## src/rtl/nes_pkg.sv

```systemverilog
// Shared types and constants for the iNES image loader.
// Header layout, bank sizes and the loader state encoding live here.
package nes_pkg;

  typedef enum logic [2:0] {
    StIdle,
    StHeader,
    StTrainer,
    StPrg,
    StChr,
    StDone,
    StError
  } load_state_e;

  // "NES\x1A" with byte 0 in the least significant position
  localparam logic [31:0] INES_MAGIC = 32'h1A53_454E;

  localparam int unsigned HEADER_BYTES  = 16;
  localparam int unsigned HDR_PRG_BANKS = 4;
  localparam int unsigned HDR_CHR_BANKS = 5;
  localparam int unsigned HDR_FLAGS6    = 6;
  localparam int unsigned HDR_FLAGS7    = 7;

  localparam int unsigned FLAG_MIRROR  = 0;
  localparam int unsigned FLAG_TRAINER = 2;

  localparam int unsigned PRG_BANK_BYTES = 16384;
  localparam int unsigned CHR_BANK_BYTES = 8192;
  localparam int unsigned TRAINER_BYTES  = 512;

  function automatic int unsigned cnt_width(input int unsigned prg_depth,
                                            input int unsigned chr_depth);
    int unsigned w;
    w = (prg_depth > chr_depth) ? prg_depth : chr_depth;
    if (w < 9) w = 9;
    return w + 1;
  endfunction

endpackage

```

## src/rtl/ines_header.sv

```systemverilog
// Captures the iNES header bytes as they stream past and decodes the
// cartridge fields plus a pass/fail verdict against the ROM capacities.
module ines_header
  import nes_pkg::*;
#(
  parameter int unsigned PRG_ROM_DEPTH = 15,
  parameter int unsigned CHR_ROM_DEPTH = 13
) (
  input  logic       clk_i,
  input  logic       rst_i,
  input  logic       we_i,
  input  logic [3:0] idx_i,
  input  logic [7:0] data_i,
  output logic [7:0] mapper_o,
  output logic       mirrorv_o,
  output logic       trainer_o,
  output logic [7:0] prg_banks_o,
  output logic [7:0] chr_banks_o,
  output logic       valid_o
);

  localparam int unsigned PrgMaxBanks = 1 << (PRG_ROM_DEPTH - 14);
  localparam int unsigned ChrMaxBanks = 1 << (CHR_ROM_DEPTH - 13);

  logic [31:0] magic_q;
  logic [7:0]  prg_q, chr_q;
  logic [3:0]  mapper_lo_q, mapper_hi_q;
  logic        mirror_q, trainer_q;

  // Bytes 8-15 carry nothing the NROM loader uses, so only 0-7 are kept
  always_ff @(posedge clk_i) begin
    if (rst_i) begin
      magic_q     <= '0;
      prg_q       <= '0;
      chr_q       <= '0;
      mapper_lo_q <= '0;
      mapper_hi_q <= '0;
      mirror_q    <= 1'b0;
      trainer_q   <= 1'b0;
    end else if (we_i) begin
      case (idx_i)
        4'd0, 4'd1, 4'd2, 4'd3: magic_q[8*idx_i[1:0] +: 8] <= data_i;
        4'(HDR_PRG_BANKS):      prg_q <= data_i;
        4'(HDR_CHR_BANKS):      chr_q <= data_i;
        4'(HDR_FLAGS6): begin
          mapper_lo_q <= data_i[7:4];
          mirror_q    <= data_i[FLAG_MIRROR];
          trainer_q   <= data_i[FLAG_TRAINER];
        end
        4'(HDR_FLAGS7):         mapper_hi_q <= data_i[7:4];
        default: ;
      endcase
    end
  end

  assign mapper_o    = {mapper_hi_q, mapper_lo_q};
  assign mirrorv_o   = mirror_q;
  assign trainer_o   = trainer_q;
  assign prg_banks_o = prg_q;
  assign chr_banks_o = chr_q;
  assign valid_o     = (magic_q == INES_MAGIC) && (prg_q != 8'd0) &&
                       (32'(prg_q) <= PrgMaxBanks) && (32'(chr_q) <= ChrMaxBanks);

endmodule

```

## src/rtl/ines_loader.sv

```systemverilog
// Streams an iNES image into the NROM PRG/CHR ROM write ports, publishing the
// decoded cartridge configuration and holding the cartridge in reset until done.
module ines_loader
  import nes_pkg::*;
#(
  parameter int unsigned PRG_ROM_DEPTH = 15,
  parameter int unsigned CHR_ROM_DEPTH = 13
) (
  input  logic                     clk_cpu,
  input  logic                     rst,
  input  logic                     start,
  input  logic [7:0]               in_data,
  input  logic                     in_valid,
  output logic                     in_ready,
  output logic                     prg_we,
  output logic [PRG_ROM_DEPTH-1:0] prg_addr,
  output logic [7:0]               prg_wdata,
  output logic                     chr_we,
  output logic [CHR_ROM_DEPTH-1:0] chr_addr,
  output logic [7:0]               chr_wdata,
  output logic [7:0]               mapper,
  output logic                     mirrorv,
  output logic [7:0]               prg_banks,
  output logic [7:0]               chr_banks,
  output logic                     cart_rst,
  output logic                     done,
  output logic                     error
);

  localparam int unsigned CntW = cnt_width(PRG_ROM_DEPTH, CHR_ROM_DEPTH);
  localparam logic [CntW-1:0] HdrLast     = CntW'(HEADER_BYTES - 1);
  localparam logic [CntW-1:0] TrainerLast = CntW'(TRAINER_BYTES - 1);

  load_state_e state_q, state_d;
  logic [CntW-1:0] cnt_q, cnt_d;
  logic prg_we_q, prg_we_d, chr_we_q, chr_we_d;
  logic [PRG_ROM_DEPTH-1:0] prg_addr_q, prg_addr_d;
  logic [CHR_ROM_DEPTH-1:0] chr_addr_q, chr_addr_d;
  logic [7:0] prg_wdata_q, prg_wdata_d, chr_wdata_q, chr_wdata_d;
  logic [7:0] mapper_q, mapper_d, prg_banks_q, prg_banks_d, chr_banks_q, chr_banks_d;
  logic mirrorv_q, mirrorv_d;

  logic       accept, hdr_we;
  logic [7:0] hdr_mapper, hdr_prg_banks, hdr_chr_banks;
  logic       hdr_mirrorv, hdr_trainer, hdr_valid;
  logic [CntW-1:0] prg_len, chr_len;

  ines_header #(
    .PRG_ROM_DEPTH(PRG_ROM_DEPTH),
    .CHR_ROM_DEPTH(CHR_ROM_DEPTH)
  ) u_header (
    .clk_i      (clk_cpu),
    .rst_i      (rst),
    .we_i       (hdr_we),
    .idx_i      (cnt_q[3:0]),
    .data_i     (in_data),
    .mapper_o   (hdr_mapper),
    .mirrorv_o  (hdr_mirrorv),
    .trainer_o  (hdr_trainer),
    .prg_banks_o(hdr_prg_banks),
    .chr_banks_o(hdr_chr_banks),
    .valid_o    (hdr_valid)
  );

  assign in_ready = (state_q == StHeader) || (state_q == StTrainer) ||
                    (state_q == StPrg) || (state_q == StChr);
  assign accept   = in_valid && in_ready;
  assign hdr_we   = accept && (state_q == StHeader);

  // Bank counts were range-checked at validation, so these lengths fit in CntW
  assign prg_len = CntW'(prg_banks_q) * CntW'(PRG_BANK_BYTES);
  assign chr_len = CntW'(chr_banks_q) * CntW'(CHR_BANK_BYTES);

  always_comb begin
    state_d     = state_q;
    cnt_d       = cnt_q;
    prg_we_d    = 1'b0;
    prg_addr_d  = prg_addr_q;
    prg_wdata_d = prg_wdata_q;
    chr_we_d    = 1'b0;
    chr_addr_d  = chr_addr_q;
    chr_wdata_d = chr_wdata_q;
    mapper_d    = mapper_q;
    mirrorv_d   = mirrorv_q;
    prg_banks_d = prg_banks_q;
    chr_banks_d = chr_banks_q;
    unique case (state_q)
      StIdle, StDone, StError: begin
        if (start) begin
          state_d     = StHeader;
          cnt_d       = '0;
          mapper_d    = '0;
          mirrorv_d   = 1'b0;
          prg_banks_d = '0;
          chr_banks_d = '0;
        end
      end
      StHeader: begin
        if (accept) begin
          cnt_d = cnt_q + CntW'(1);
          if (cnt_q == HdrLast) begin
            cnt_d       = '0;
            mapper_d    = hdr_mapper;
            mirrorv_d   = hdr_mirrorv;
            prg_banks_d = hdr_prg_banks;
            chr_banks_d = hdr_chr_banks;
            if (!hdr_valid)       state_d = StError;
            else if (hdr_trainer) state_d = StTrainer;
            else                  state_d = StPrg;
          end
        end
      end
      StTrainer: begin
        if (accept) begin
          cnt_d = cnt_q + CntW'(1);
          if (cnt_q == TrainerLast) begin
            cnt_d   = '0;
            state_d = StPrg;
          end
        end
      end
      StPrg: begin
        if (accept) begin
          prg_we_d    = 1'b1;
          prg_addr_d  = cnt_q[PRG_ROM_DEPTH-1:0];
          prg_wdata_d = in_data;
          cnt_d       = cnt_q + CntW'(1);
          if (cnt_q == prg_len - CntW'(1)) begin
            cnt_d   = '0;
            state_d = (chr_banks_q != 8'd0) ? StChr : StDone;
          end
        end
      end
      StChr: begin
        if (accept) begin
          chr_we_d    = 1'b1;
          chr_addr_d  = cnt_q[CHR_ROM_DEPTH-1:0];
          chr_wdata_d = in_data;
          cnt_d       = cnt_q + CntW'(1);
          if (cnt_q == chr_len - CntW'(1)) begin
            cnt_d   = '0;
            state_d = StDone;
          end
        end
      end
      default: state_d = StIdle;
    endcase
  end

  always_ff @(posedge clk_cpu) begin
    if (rst) begin
      state_q     <= StIdle;
      cnt_q       <= '0;
      prg_we_q    <= 1'b0;
      prg_addr_q  <= '0;
      prg_wdata_q <= '0;
      chr_we_q    <= 1'b0;
      chr_addr_q  <= '0;
      chr_wdata_q <= '0;
      mapper_q    <= '0;
      mirrorv_q   <= 1'b0;
      prg_banks_q <= '0;
      chr_banks_q <= '0;
    end else begin
      state_q     <= state_d;
      cnt_q       <= cnt_d;
      prg_we_q    <= prg_we_d;
      prg_addr_q  <= prg_addr_d;
      prg_wdata_q <= prg_wdata_d;
      chr_we_q    <= chr_we_d;
      chr_addr_q  <= chr_addr_d;
      chr_wdata_q <= chr_wdata_d;
      mapper_q    <= mapper_d;
      mirrorv_q   <= mirrorv_d;
      prg_banks_q <= prg_banks_d;
      chr_banks_q <= chr_banks_d;
    end
  end

  assign prg_we    = prg_we_q;
  assign prg_addr  = prg_addr_q;
  assign prg_wdata = prg_wdata_q;
  assign chr_we    = chr_we_q;
  assign chr_addr  = chr_addr_q;
  assign chr_wdata = chr_wdata_q;
  assign mapper    = mapper_q;
  assign mirrorv   = mirrorv_q;
  assign prg_banks = prg_banks_q;
  assign chr_banks = chr_banks_q;
  assign done      = (state_q == StDone);
  assign error     = (state_q == StError);
  assign cart_rst  = (state_q != StDone);

endmodule

```

## config.mk

```make
export PLATFORM = sky130hd
export DESIGN_NAME = ines_loader
export DESIGN_NICKNAME = d
export VERILOG_FILES = /design/src/rtl/nes_pkg.sv /design/src/rtl/ines_header.sv /design/src/rtl/ines_loader.sv
export SDC_FILE = /design/constraint.sdc
export NUM_CORES = 1
export LEC_CHECK = 0
export CORE_MARGIN = 5
export CORE_UTILIZATION = 49
export DETAILED_ROUTE_END_ITERATION = 8
export PLACE_DENSITY = 0.77
export SYNTH_ARGS = -nofsm -noshare
export SYNTH_HDL_FRONTEND = slang
export SYNTH_SLANG_ARGS = --single-unit
export TNS_END_PERCENT = 30
```

## constraint.sdc

```tcl
create_clock -name clk_cpu -period 2.6 [get_ports clk_cpu]
set_clock_uncertainty 0.15 [all_clocks]
set_input_delay 0.26 -clock clk_cpu [delete_from_list [all_inputs] [get_ports clk_cpu]]
set_output_delay 0.26 -clock clk_cpu [all_outputs]
set_load 0.02 [all_outputs]
```

# [Word level (Yosys, flattened, before mapping)]
# Index checks and enable logic that the tools add are counted.
[totals] latch_bits=0 mem_bits_rw=0 out_inout_bits=75 wordCells=124 regBits=148 mem_count=0 inputBits=12 romBits=0
[op_classes] muxes=39 add_sub_neg=4 bitwise_logic=2 n_eq_ne=28 n_reduce_logical=28 order_cmp=2 n_shift=2 div=0 multipliers=0
[ops] op="$mux W16" count=9
[ops] op="$pmux W16 S5" count=1
[ops] op="$mux W8" count=7
[ops] op="$pmux W8 S2" count=3
[ops] op="$neg A5 Y34" count=1
[ops] op="$shift A8 B34 Y32 const A" count=1
[ops] op="$shiftx A8 B34 Y32" count=1
[ops] op="$bwmux W32" count=1
[ops] op="$eq A16 B16 Y1" count=2
[ops] op="$eq A32 B29 Y1 const B" count=1
[ops] op="$sub A16 B1 Y16 const B" count=2
[ops] op="$mux W3" count=10
[ops] op="$add A16 B1 Y16 const B" count=1
[ops] op="$eq A16 B4 Y1 const B" count=1
[ops] op="$eq A16 B9 Y1 const B" count=1
[ops] op="$eq A4 B3 Y1 const B" count=4
[ops] op="$reduce_bool A8 Y1" count=2
[ops] op="$pmux W3 S5" count=1
[ops] op="$reduce_and A2 Y1" count=7
[ops] op="$ne A2 B2 Y1 const B" count=5
[ops] op="$eq A3 B3 Y1 const B" count=3
[ops] op="$reduce_and A9 Y1" count=1
[ops] op="$eq A4 B2 Y1 const B" count=2
[ops] op="$le A8 B1 Y1 const B" count=1
[ops] op="other kinds (20)" count=37

# [Logic depth before layout (Yosys ltp)]
# Gate-level depths: netlist (run 1).
[depth] depth_word=8 mapped_depth=10 mapped_depth_nobuf=8

# [Cells and area by module]
# From an unflattened synthesis (run 1), not the netlist that was laid out.
[unflattened] hier_cells=784 area_unflattened_um2=6439.9
[by_module_without_submodules] mod="ines_loader" cells_each=512 n_inst=1 seq_area_each_um2=1801.7 area_each_um2=4023.9
[by_module_without_submodules] mod="ines_header" cells_each=272 n_inst=1 seq_area_each_um2=1161.1 area_each_um2=2416.1

# [Worst setup path after synthesis (run 1)]
# No wires, ideal clock.
[synth_path] path_kind="register to register" start="register cnt_q[1]" end="register state_q[0]" period_less_slack_ps=2472 required_time_ps=2380 stages_incl_launch_ff=9 path_buffers=1 slack_ps=128 arrival_time_ps=2251 cell_sequence="dfxtp_1 > ha_1 > buf_2 > nand2_1 > or2_4 > o41ai_1 > nand2_1 > or4_1 > a21oi_1"
[synth_via] elab_chain_cells=3 elab_cells_between_ends=9 classes_between="eq/ne (8); reduce/logical (1)"
[synth_rtl] item="start: declaration" line="ines_loader.sv:35" rtl="logic [CntW-1:0] cnt_q, cnt_d;"
[synth_rtl] item="start signal: assignment" line="ines_loader.sv:166" rtl="cnt_q <= cnt_d;"
[synth_rtl] item="$eq A16 B16 Y1, or another cell as far along" line="ines_loader.sv:140" rtl="if (cnt_q == chr_len - CntW'(1)) begin"
[synth_rtl] item="$ne A2 B1 Y1 (no line)"
[synth_rtl] item="$reduce_and A9 Y1 (no line) (*)"
[synth_rtl] item="end signal: assignment" line="ines_loader.sv:152" rtl="state_q <= StIdle;"
[synth_rtl] item="end signal: assignment" line="ines_loader.sv:165" rtl="state_q <= state_d;"
[synth_rtl] item="end: declaration" line="ines_loader.sv:34" rtl="load_state_e state_q, state_d;"
# Every way passes the cells marked *; elsewhere a longest branch is shown, timed or not.
# A chain may end at the register's enable or synchronous reset.

# [Worst setup path in the final report (run 1)]
[layout_path] start="register state_q[2]" end="output error"
[layout_via] elab_chain_cells=1
[layout_rtl] item="$eq A3 B3 Y1" line="ines_loader.sv:191" rtl="assign error = (state_q == StError);"
[layout_rtl] item="end: declaration" line="ines_loader.sv:27" rtl="output logic error"
# No other way between the ends.

==> results of run 1 <==
-- area by class of cell --
| type | instances | area share [%] |
|---|---|---|
| clock buffers | 20 | 5.94 |
| clock inverters | 12 | 1.69 |
| inverters | 7 | 0.342 |
| multi-input cells | 522 | 36.6 |
| flip-flops and latches | 148 | 38.5 |
| well taps | 168 | 2.73 |
| repair buffers | 115 | 14.2 |
-- per-layer routing --
layer / GRT usage, % / vias up / part of all wire [%]
li1: - / 2676 / -
met1: 27.9 / 2609 / 43
met4: 9.56 / 0 / 2.4
met2: 37.4 / 192 / 49
met5: 0 / - / 0
met3: 5.69 / 34 / 5.9
-- report_power, final --
group	internal (mW)	switching, mW	total [mW]
Combinational	0.342	0.611	0.953
Clock	1.46	0.937	2.40
Sequential	2.31	0.0562	2.37
-- sequential cells by signal (all words and copies together) (netlist names), 3 cells and up --
signal	cells
u_header.chr_banks_o	8
mapper	8
u_header.magic_q	32
chr_wdata	8
u_header.prg_banks_o	8
state_q	3
prg_addr	15
prg_wdata	8
chr_addr	13
prg_banks	8
u_header.mapper_hi_q	4
cnt_q	16
chr_banks	8
u_header.mapper_lo_q	4
-- logic make-up after synthesis --
group / count (synthesis)
and+or+nand+nor: 337
AOI/OAI and AO/OA: 154
DFF: 148
buffers and inverters: 63
xor gates and xnor gates: 19
adders and majority gates: 9
muxes: 3
-- metrics by stage --
step / util (%) / setup slack (ps) / instances / cell area (um^2)
2_1_floorplan: - / 128 / 733 / 6030
3_3_place_gp: 58.9 / 178 / 960 / 7100
3_5_place_dp: 58.9 / 72.4 / 960 / 7100
4_1_cts: 63.7 / 165 / 992 / 7690
5_1_grt: 63.7 / 34.5 / 992 / 7690
6_report: 63.7 / 171 / 992 / 7690
-- how the worst min path moves through the flow --
stage	depth (start not counted)	slack [ps]	end
2_1_floorplan	2	280	u_header.magic_q[14]
3_3_place_gp	2	280	u_header.magic_q[10]
4_1_cts	2	80	chr_wdata[3]
5_1_grt	2	100	state_q[0]
3_5_place_dp	2	290	u_header.magic_q[28]
6_report	2	100	state_q[0]
-- placed cells by master, fill, tap and decap left out, drive strengths merged, types with 6 or more instances in the layout --
| cell type | synthesis | routed |
|---|---|---|
| nand4 | 6 | 6 |
| a22o | 24 | 24 |
| a21oi | 110 | 110 |
| nor2 | 31 | 31 |
| nand3 | 70 | 70 |
| buf | 9 | 30 |
| inv | 7 | 8 |
| xor2 | 9 | 9 |
| xnor2 | 10 | 10 |
| nor4 | 9 | 9 |
| clkbuf | 47 | 20 |
| dfxtp | 148 | 148 |
| nor2b | 6 | 6 |
| and2 | 7 | 7 |
| nand2 | 174 | 174 |
| clkdlybuf4s50 | 0 | 85 |
| ha | 9 | 9 |
==> results.sh, run 1 <==
export IMPL_status="completed"
export IMPL_worstSetupEndpoint="error"
export IMPL_hold_violation_total_from_the_final_report=0
export IMPL_antenna_cells=0
export IMPL_synthesis_nets=754
export IMPL_dieWidth_um=121
export IMPL_rsz0062_at_grt="no"
export IMPL_setup_violations_final=0
export IMPL_finalMaxSlewViolations=0
export IMPL_cp_cell_sequence="inv_1 -> nor2_1 -> clkdlybuf4s50_1"
export IMPL_ant_nets=0
export IMPL_async_reset_ff_share_pct=0
export IMPL_max_cap_violations=0
export IMPL_worstSetupStartpointType="register"
export IMPL_cts_setup_buffers=0
export IMPL_worst_endpoint_required_ps=2190
export IMPL_worst_skew_pair_later_pin_latency_ps=420
export IMPL_grt_antenna_before_repair=0
export IMPL_synth_compound_gate_area_share_pct=15.4
export IMPL_cts_path_max_buffers=2
export IMPL_max_freq_mhz=412
export IMPL_synth_edff_count=0
export IMPL_die_area_um2=14600
export IMPL_yosysSeqAreaShare_pct=49.1
export IMPL_synthXorXnorAreaFrac_pct=2.76
export IMPL_fin_crit_ps=2430
export IMPL_min_delay_startpoint="rst"
export IMPL_clk_pin_slew_worst_paths_ps=60
export IMPL_synth_top_family_by_area="simple AND/OR/NAND/NOR gates"
export IMPL_multiplexer_fraction_of_the_synthesized_cell_area_pct=0.540
export IMPL_worst_slew_margin_rel_pct=42.5
export IMPL_p_leak_nw=2.60
export IMPL_placeableCoreArea_um2=12100
export IMPL_post_drt_wl_per_cell_um=16.5
export IMPL_wl_um=16400
export IMPL_cp_slowest_stage_delay_ps=620
export IMPL_synth_flop_cell="sky130_fd_sc_hd__dfxtp_1"
export IMPL_rows=40
export IMPL_critPathLaunch="state_q[2]"
export IMPL_wire_length_of_the_first_global_routing_pass_um=26400
export IMPL_grtUsageTotal_pct=22.6
export IMPL_critPathTopFamily="buffers and inverters"
export IMPL_power_density_nw_per_um2=744
export IMPL_netlist_instances=733
export IMPL_tritoncts_num_buffers=17
export IMPL_final_fill_count=1015
export IMPL_start_util_pct=50.0
export IMPL_worst_hold_path_type="input pin to register"
export IMPL_timing_rr_start="cnt_q[9]"
export IMPL_critical_path_arrival_ps=2020
export IMPL_path_depth=3
export IMPL_yosys_warnings=0
export IMPL_final_period_utilization_pct=93.4
export IMPL_via_count=5511
export IMPL_fin_worst_hold_slack_ps=102
export IMPL_finalSetupTns_ps=0
export IMPL_synth_cell_type_count=47
export IMPL_pre_antenna_drt_iters=5
export IMPL_master_cell_of_the_clock_root_buffer="sky130_fd_sc_hd__clkbuf_16"
export IMPL_vdd_ir_drop_max_uv=419
export IMPL_max_slew_worst_pin_slew_ps=861
export IMPL_post_cts_resize_count=0
export IMPL_netlist_top_cells_count="sky130_fd_sc_hd__nand2_1 (174), sky130_fd_sc_hd__dfxtp_1 (148), sky130_fd_sc_hd__a21oi_1 (110), sky130_fd_sc_hd__nand3_1 (70), sky130_fd_sc_hd__clkbuf_1 (46)"
export IMPL_post_cts_hold_buffer_count=0
export IMPL_cts_htree_levels=4
export IMPL_report_power_total_mw=5.72
export IMPL_multi_input_area_um2=2810
export IMPL_synth_simple_gate_area_share_pct=26.0
export IMPL_layout_area_seq_um2=2960
export IMPL_overflow=0
export IMPL_worst_r2r_cell_count=6
export IMPL_vertical_die_dimension_um=121
export IMPL_library_cell_occupying_the_most_area_in_the_post_synthesis_netlist="sky130_fd_sc_hd__dfxtp_1"
export IMPL_dp_hpwl_um=11300
export IMPL_cts_tree="built"
export IMPL_pin_count=87
export IMPL_drive_gt1_share_pct=8.86
export IMPL_worstSetupPathType="register to primary output"
export IMPL_drt_iter0_drc=433
export IMPL_layout_area_overhead_vs_synth_pct=27.5
export IMPL_yosysMostFrequentCell="sky130_fd_sc_hd__nand2_1"
export IMPL_drc=0
export IMPL_worstSetupEndpointType="primary output"
export IMPL_ys_top_cells_by_area="sky130_fd_sc_hd__dfxtp_1 (49%), sky130_fd_sc_hd__nand2_1 (11%), sky130_fd_sc_hd__a21oi_1 (9.1%), sky130_fd_sc_hd__nand3_1 (5.8%), sky130_fd_sc_hd__a22o_1 (3.5%)"
export IMPL_vias_in_the_first_global_route=5332
export IMPL_critical_path_buf_inv_count=2
export IMPL_pin_count_of_the_biggest_net_entering_global_routing=52
export IMPL_cts_sinks=148
export IMPL_timing_critical_path_slowest_stage_cell="sky130_fd_sc_hd__clkdlybuf4s50_1"
export IMPL_post_synth_fa_ha_maj_area_fraction_pct=1.87
export IMPL_io_buffer_count=86
export IMPL_r2r_end="state_q[0]"
export IMPL_postSynthAreaPerCell_um2=8.23
export IMPL_path_max_fanout=15
export IMPL_r2r_setup_slack_ps=210
export IMPL_layout_nets=832
export IMPL_globalplace_congestion=0.887
export IMPL_yosysTopAreaCellShare_pct=49.1
export IMPL_synth_area_um2=6030
export IMPL_vias_per_cell=5.56
export IMPL_postSynthRegisterBits=148
Note: power is estimated with default switching activity, not from simulation.
==> inputs of run 2 (changes only) <==
--- a/config.mk
+++ b/config.mk
@@ -6,9 +6,9 @@
 export NUM_CORES = 1
 export LEC_CHECK = 0
 export CORE_MARGIN = 5
-export CORE_UTILIZATION = 49
+export CORE_UTILIZATION = 40
 export DETAILED_ROUTE_END_ITERATION = 8
-export PLACE_DENSITY = 0.77
+export PLACE_DENSITY = 0.65
 export SYNTH_ARGS = -nofsm -noshare
 export SYNTH_HDL_FRONTEND = slang
 export SYNTH_SLANG_ARGS = --single-unit
==> run 2 against run 1 <==
Count of clock-buffer cells in the layout rose by 4. Via count fell by 0.76%. Clock power barely moved. Worst hold slack improved by 89 ps. Fmax fell by 2.0%. First-iteration DRC count fell by 13%. Critical path depth did not move. Combinational power rose by 2.7%. Core utilization fell by 11 points. Largest power group unchanged.
==> results.sh, run 2 (synthesis results as in run 1) <==
export IMPL_wire_length_of_the_first_global_routing_pass_um=27400
export IMPL_cts_path_max_buffers=2
export IMPL_grt_met3_use_pct=4.25
export IMPL_critical_path_arrival_ps=2070
export IMPL_fin_crit_ps=2480
export IMPL_postLayoutCellArea_um2=7780
export IMPL_ant_nets=0
export IMPL_overflow=0
export IMPL_pin_count=87
export IMPL_cts_setup_buffers=0
export IMPL_logic_gate_share_of_total_power_pct=16.9
export IMPL_gr_max_usage_layer="met2"
export IMPL_p_leak_nw=2.66
export IMPL_hold_violation_total_from_the_final_report=0
export IMPL_path_max_fanout=11
export IMPL_layout_area_overhead_vs_synth_pct=29.1
export IMPL_pin_count_of_the_biggest_net_entering_global_routing=59
export IMPL_max_cap_violations=0
export IMPL_rows=44
export IMPL_power_frac_clock_pct=42.1
export IMPL_die_area_um2=17600
export IMPL_post_cts_resize_count=0
export IMPL_finalSetupTns_ps=0
export IMPL_finalMaxSlewViolations=0
export IMPL_final_common_cell="sky130_fd_sc_hd__nand2_1"
export IMPL_globalplace_congestion=0.868
export IMPL_final_period_utilization_pct=95.4
export IMPL_pre_antenna_drt_iters=5
export IMPL_worst_hold_path_type="input pin to register"
export IMPL_grtUsageTotal_pct=19.2
export IMPL_max_freq_mhz=403
export IMPL_dpl_cell_area_um2=7190
export IMPL_netSwitchingFraction_pct=27.7
export IMPL_dieWidth_um=133
export IMPL_finalCoreUtilization_pct=53.2
export IMPL_power_density_nw_per_um2=742
export IMPL_grt_use_met1_pct=25.6
export IMPL_cts_tree="built"
export IMPL_cts_sinks=148
export IMPL_post_cts_hold_buffer_count=0
export IMPL_drt_iter0_drc=375
export IMPL_power_frac_seq_pct=40.9
export IMPL_met2_use_gr_pct=30.4
export IMPL_vertical_die_dimension_um=133
export IMPL_drive_gt1_share_pct=9.39
export IMPL_antenna_cells=0
export IMPL_setup_violations_final=0
export IMPL_master_cell_of_the_clock_root_buffer="sky130_fd_sc_hd__clkbuf_16"
export IMPL_placeableCoreArea_um2=14600
export IMPL_vias_per_cell=5.39
export IMPL_via_count=5469
export IMPL_netSwitchingPower_mw=1.60
export IMPL_status="completed"
export IMPL_worstSetupStartpointType="register"
export IMPL_fin_worst_hold_slack_ps=192
export IMPL_io_buffer_count=86
export IMPL_worstSetupEndpointType="primary output"
export IMPL_grt_antenna_before_repair=0
export IMPL_worst_endpoint_required_ps=2190
export IMPL_worst_skew_pair_later_pin_latency_ps=420
export IMPL_start_util_pct=41.2
export IMPL_largest_register_ffs=32
export IMPL_mostFrequentLayoutCells="sky130_fd_sc_hd__nand2_1 (174), sky130_fd_sc_hd__dfxtp_1 (148), sky130_fd_sc_hd__a21oi_1 (110)"
export IMPL_clk_pin_slew_worst_paths_ps=60
export IMPL_vias_in_the_first_global_route=5261
export IMPL_p_int_mw=4.18
export IMPL_tritoncts_num_buffers=17
export IMPL_post_drt_wl_per_cell_um=16.7
export IMPL_vdd_ir_drop_max_uv=495
export IMPL_report_power_total_mw=5.78
export IMPL_dp_hpwl_um=12000
export IMPL_drc=0
export IMPL_rsz0062_at_grt="no"
export IMPL_layout_nets=840
export IMPL_cts_htree_levels=4
export IMPL_worstSetupPathType="register to primary output"
export IMPL_worst_slew_margin_rel_pct=56.6
export IMPL_wl_um=17000
export IMPL_regMostFlops="u_header.magic_q"
export IMPL_max_slew_worst_pin_slew_ps=649
[run 2: cell count changes in the layout (fill, tap and decap cells not counted), sizes merged]
cell      before  now
clkinvlp       5    2
clkbuf        20   24
inv            8    7
clkinv         4    3
buf           30   38
[run 2: critical path, cell delays in order (launching register included)]
cell and delay (ps):
sky130_fd_sc_hd__dfxtp_1 420, sky130_fd_sc_hd__nor2_1 380, sky130_fd_sc_hd__xnor2_1 200, sky130_fd_sc_hd__clkdlybuf4s50_1 650
[run 2: cell type report]
| cell class | instances | area [um^2] |
|---|---|---|
| clock buffer | 24 | 492 |
| inverter | 7 | 26.3 |
| tap | 184 | 230 |
| sequential | 148 | 2960 |
| timing repair buffer | 123 | 1160 |
| multi-input combinational | 522 | 2810 |
| clock inverter | 7 | 97.6 |
| fill | 1396 | 6860 |
[run 2: routing by layer]
layer  routed length (um)  part of all wire, %
met1                 7820                   46
met2                 7850                   46
met3                  936                  5.5
met4                  353                  2.1
met5                    0                    0
[run 2: worst paths after layout]
| path | slack [ps] | startpoint | cells after the start | to |
|---|---|---|---|---|
| min reg2reg | 300 | prg_addr[12] | 2 | prg_addr[12] |
| min | 190 | rst | 2 | prg_we |
| max | 120 | state_q[1] | 3 | in_ready |
| max reg2reg | 180 | cnt_q[0] | 7 | state_q[0] |
[run 2: metrics by stage]
stage | cells | setup slack (ps)
after floorplan | 733 | 128
after global placement | 984 | 90.9
after detailed placement | 984 | 45.1
after CTS | 1015 | 113
after global routing | 1015 | 46.0
final | 1015 | 120
[run 2: power by group through the flow]
stage,Combinational (mW),Sequential (mW),Clock (mW)
finish,0.979,2.37,2.43
global route,1.07,2.37,2.57
CTS,0.976,2.36,2.47
detailed placement,0.971,2.41,0
global placement,0.967,2.41,0
floorplan,0.610,2.41,0
==> inputs of run 3 (changes only) <==
--- a/config.mk
+++ b/config.mk
@@ -8,7 +8,8 @@
 export CORE_MARGIN = 5
 export CORE_UTILIZATION = 40
 export DETAILED_ROUTE_END_ITERATION = 8
-export PLACE_DENSITY = 0.65
+export DONT_BUFFER_PORTS = 1
+export PLACE_DENSITY = 0.57
 export SYNTH_ARGS = -nofsm -noshare
 export SYNTH_HDL_FRONTEND = slang
 export SYNTH_SLANG_ARGS = --single-unit
==> run 3 against run 2 <==
Core utilization decreased by 5.2 points. Combinational power decreased by 8.8%. Fmax increased by 3.4%. Power increased by 2.3%. Via count decreased by 4.5%. Routed wire length decreased by 1.8%. Sequential share of layout area increased by 4.1 points. First-iteration DRC count increased by 44%. Clock power increased by 8.6%. Non-clock buffer count decreased by 86. Critical path depth increased by 3. Critical path type is now register to register. Critical endpoint is now state_q[0].
==> results.sh, run 3 (synthesis results as in run 1) <==
export IMPL_ant_nets=0
export IMPL_final_common_cell="sky130_fd_sc_hd__nand2_1"
export IMPL_rows=44
export IMPL_p_leak_nw=2.38
export IMPL_status="completed"
export IMPL_finalMaxSlewViolations=0
export IMPL_layout_area_overhead_vs_synth_pct=16.5
export IMPL_holdPathStages=2
export IMPL_worstSetupEndpointType="register"
export IMPL_worstSetupPathType="register to register"
export IMPL_pin_count_of_the_biggest_net_entering_global_routing=112
export IMPL_critical_path_arrival_ps=2600
export IMPL_dpl_cell_area_um2=6270
export IMPL_vias_in_the_first_global_route=4818
export IMPL_overflow=0
export IMPL_die_area_um2=17600
export IMPL_drive_gt1_share_pct=9.92
export IMPL_drc=0
export IMPL_pre_antenna_drt_iters=5
export IMPL_tritoncts_num_buffers=17
export IMPL_worstSetupStartpointType="register"
export IMPL_power_density_nw_per_um2=841
export IMPL_postLayoutCellArea_um2=7020
export IMPL_cts_sinks=148
export IMPL_dp_hpwl_um=11100
export IMPL_min_to="cnt_q[11]"
export IMPL_cts_path_max_buffers=2
export IMPL_path_max_fanout=5
export IMPL_grt_antenna_before_repair=3
export IMPL_logic_gate_share_of_total_power_pct=15.1
export IMPL_worst_r2r_cell_count=6
export IMPL_via_count=5223
export IMPL_max_cap_violations=0
export IMPL_vdd_ir_drop_max_uv=570
export IMPL_worst_slew_margin_rel_pct=54.9
export IMPL_mostFrequentLayoutCells="sky130_fd_sc_hd__nand2_1 (174), sky130_fd_sc_hd__dfxtp_1 (148), sky130_fd_sc_hd__a21oi_1 (110)"
export IMPL_io_buffer_count=0
export IMPL_power_frac_clock_pct=44.6
export IMPL_regMostFlops="u_header.magic_q"
export IMPL_worst_skew_pair_later_pin_latency_ps=430
export IMPL_largest_register_ffs=32
export IMPL_start_util_pct=41.2
export IMPL_post_drt_wl_per_cell_um=17.9
export IMPL_cts_setup_buffers=0
export IMPL_worst_endpoint_required_ps=2800
export IMPL_dieWidth_um=133
export IMPL_setup_violations_final=0
export IMPL_max_slew_worst_pin_slew_ps=672
export IMPL_finalSetupTns_ps=0
export IMPL_cts_htree_levels=4
export IMPL_p_int_mw=4.28
export IMPL_r2r_setup_slack_ps=200
export IMPL_clk_pin_slew_worst_paths_ps=60
export IMPL_cts_tree="built"
export IMPL_rsz0062_at_grt="no"
export IMPL_power_frac_seq_pct=40.3
export IMPL_globalplace_congestion=0.906
export IMPL_worst_hold_path_type="input pin to register"
export IMPL_max_freq_mhz=417
export IMPL_fin_crit_ps=2400
export IMPL_vertical_die_dimension_um=133
export IMPL_report_power_total_mw=5.91
export IMPL_r2r_end="state_q[0]"
export IMPL_vias_per_cell=5.62
export IMPL_timing_rr_start="cnt_q[15]"
export IMPL_fin_worst_hold_slack_ps=48.4
export IMPL_drt_iter0_drc=541
export IMPL_netSwitchingFraction_pct=27.5
export IMPL_wl_um=16700
export IMPL_placeableCoreArea_um2=14600
export IMPL_antenna_cells=0
export IMPL_wire_length_of_the_first_global_routing_pass_um=26500
export IMPL_final_period_utilization_pct=92.3
export IMPL_min_delay_startpoint="rst"
export IMPL_netSwitchingPower_mw=1.62
export IMPL_master_cell_of_the_clock_root_buffer="sky130_fd_sc_hd__clkbuf_16"
export IMPL_pin_count=87
export IMPL_hold_violation_total_from_the_final_report=0
export IMPL_grtUsageTotal_pct=18.8
export IMPL_layout_nets=754
[run 3: cell count changes in the layout (fill, tap and decap cells not counted), sizes merged]
cell and change:
bufinv +2, clkbuf -4, buf -9, dlygate4sd3 +8, clkinvlp +2, clkinv +1
clkdlybuf4s50 -85
[run 3: per-stage QoR]
stage	setup slack, ps	std cells	util (%)
6_report	201	930	47.9
5_1_grt	34.3	930	47.9
4_1_cts	153	930	47.9
3_5_place_dp	181	889	42.8
3_3_place_gp	206	889	42.8
2_1_floorplan	128	733	-
[run 3: layer usage]
metal	wire length [um]	global-route usage, %	share of wire [%]	vias up
li1	-	-	-	2523
met1	7560	24.3	45	2510
met2	7890	30.6	47	150
met3	853	5.28	5.1	34
met4	305	6.12	1.8	6
met5	41	0	0.25	-
[run 3: power groups by stage]
stage | combinational [mW] | clock, mW | sequential, mW
after floorplan | 0.610 | 0 | 2.41
after global placement | 0.798 | 0 | 2.43
after detailed placement | 0.813 | 0 | 2.43
after CTS | 0.883 | 2.69 | 2.38
after global routing | 0.970 | 2.77 | 2.38
final | 0.893 | 2.64 | 2.38
[run 3: what timing repair did]
action / 4_1_cts / 5_1_grt
resized for setup: 0 / 1
hold buffers: 9 / 0
setup endpoints to repair: 0 / 14
endpoints found under the hold margin: 110 / 0
[run 3: worst max-delay path by stage]
stage / start / to / cells past startpoint
2_1_floorplan: cnt_q[1] / state_q[0] / 8
3_3_place_gp: cnt_q[0] / cnt_q[13] / 7
3_5_place_dp: cnt_q[1] / cnt_q[7] / 7
4_1_cts: cnt_q[4] / cnt_q[7] / 6
5_1_grt: u_header.chr_banks_o[3] / state_q[0] / 7
6_report: cnt_q[15] / state_q[0] / 6
[run 3: layout make-up]
type	count	area [um^2]
Multi-Input combinational cell	522	2820
Clock inverter	12	178
Inverter	7	26.3
Clock buffer	20	467
Tap cell	184	230
Fill cell	1377	7620
Sequential cell	148	2960
Timing Repair Buffer	37	343
[run 3: worst max-delay path, stage by stage, from the launching register on]
cell and delay (ps):
sky130_fd_sc_hd__dfxtp_1 390, sky130_fd_sc_hd__or4_4 580, sky130_fd_sc_hd__and4b_1 300, sky130_fd_sc_hd__or2_2 160, sky130_fd_sc_hd__nand2_1 90, sky130_fd_sc_hd__or4_1 520
sky130_fd_sc_hd__a21oi_1 150
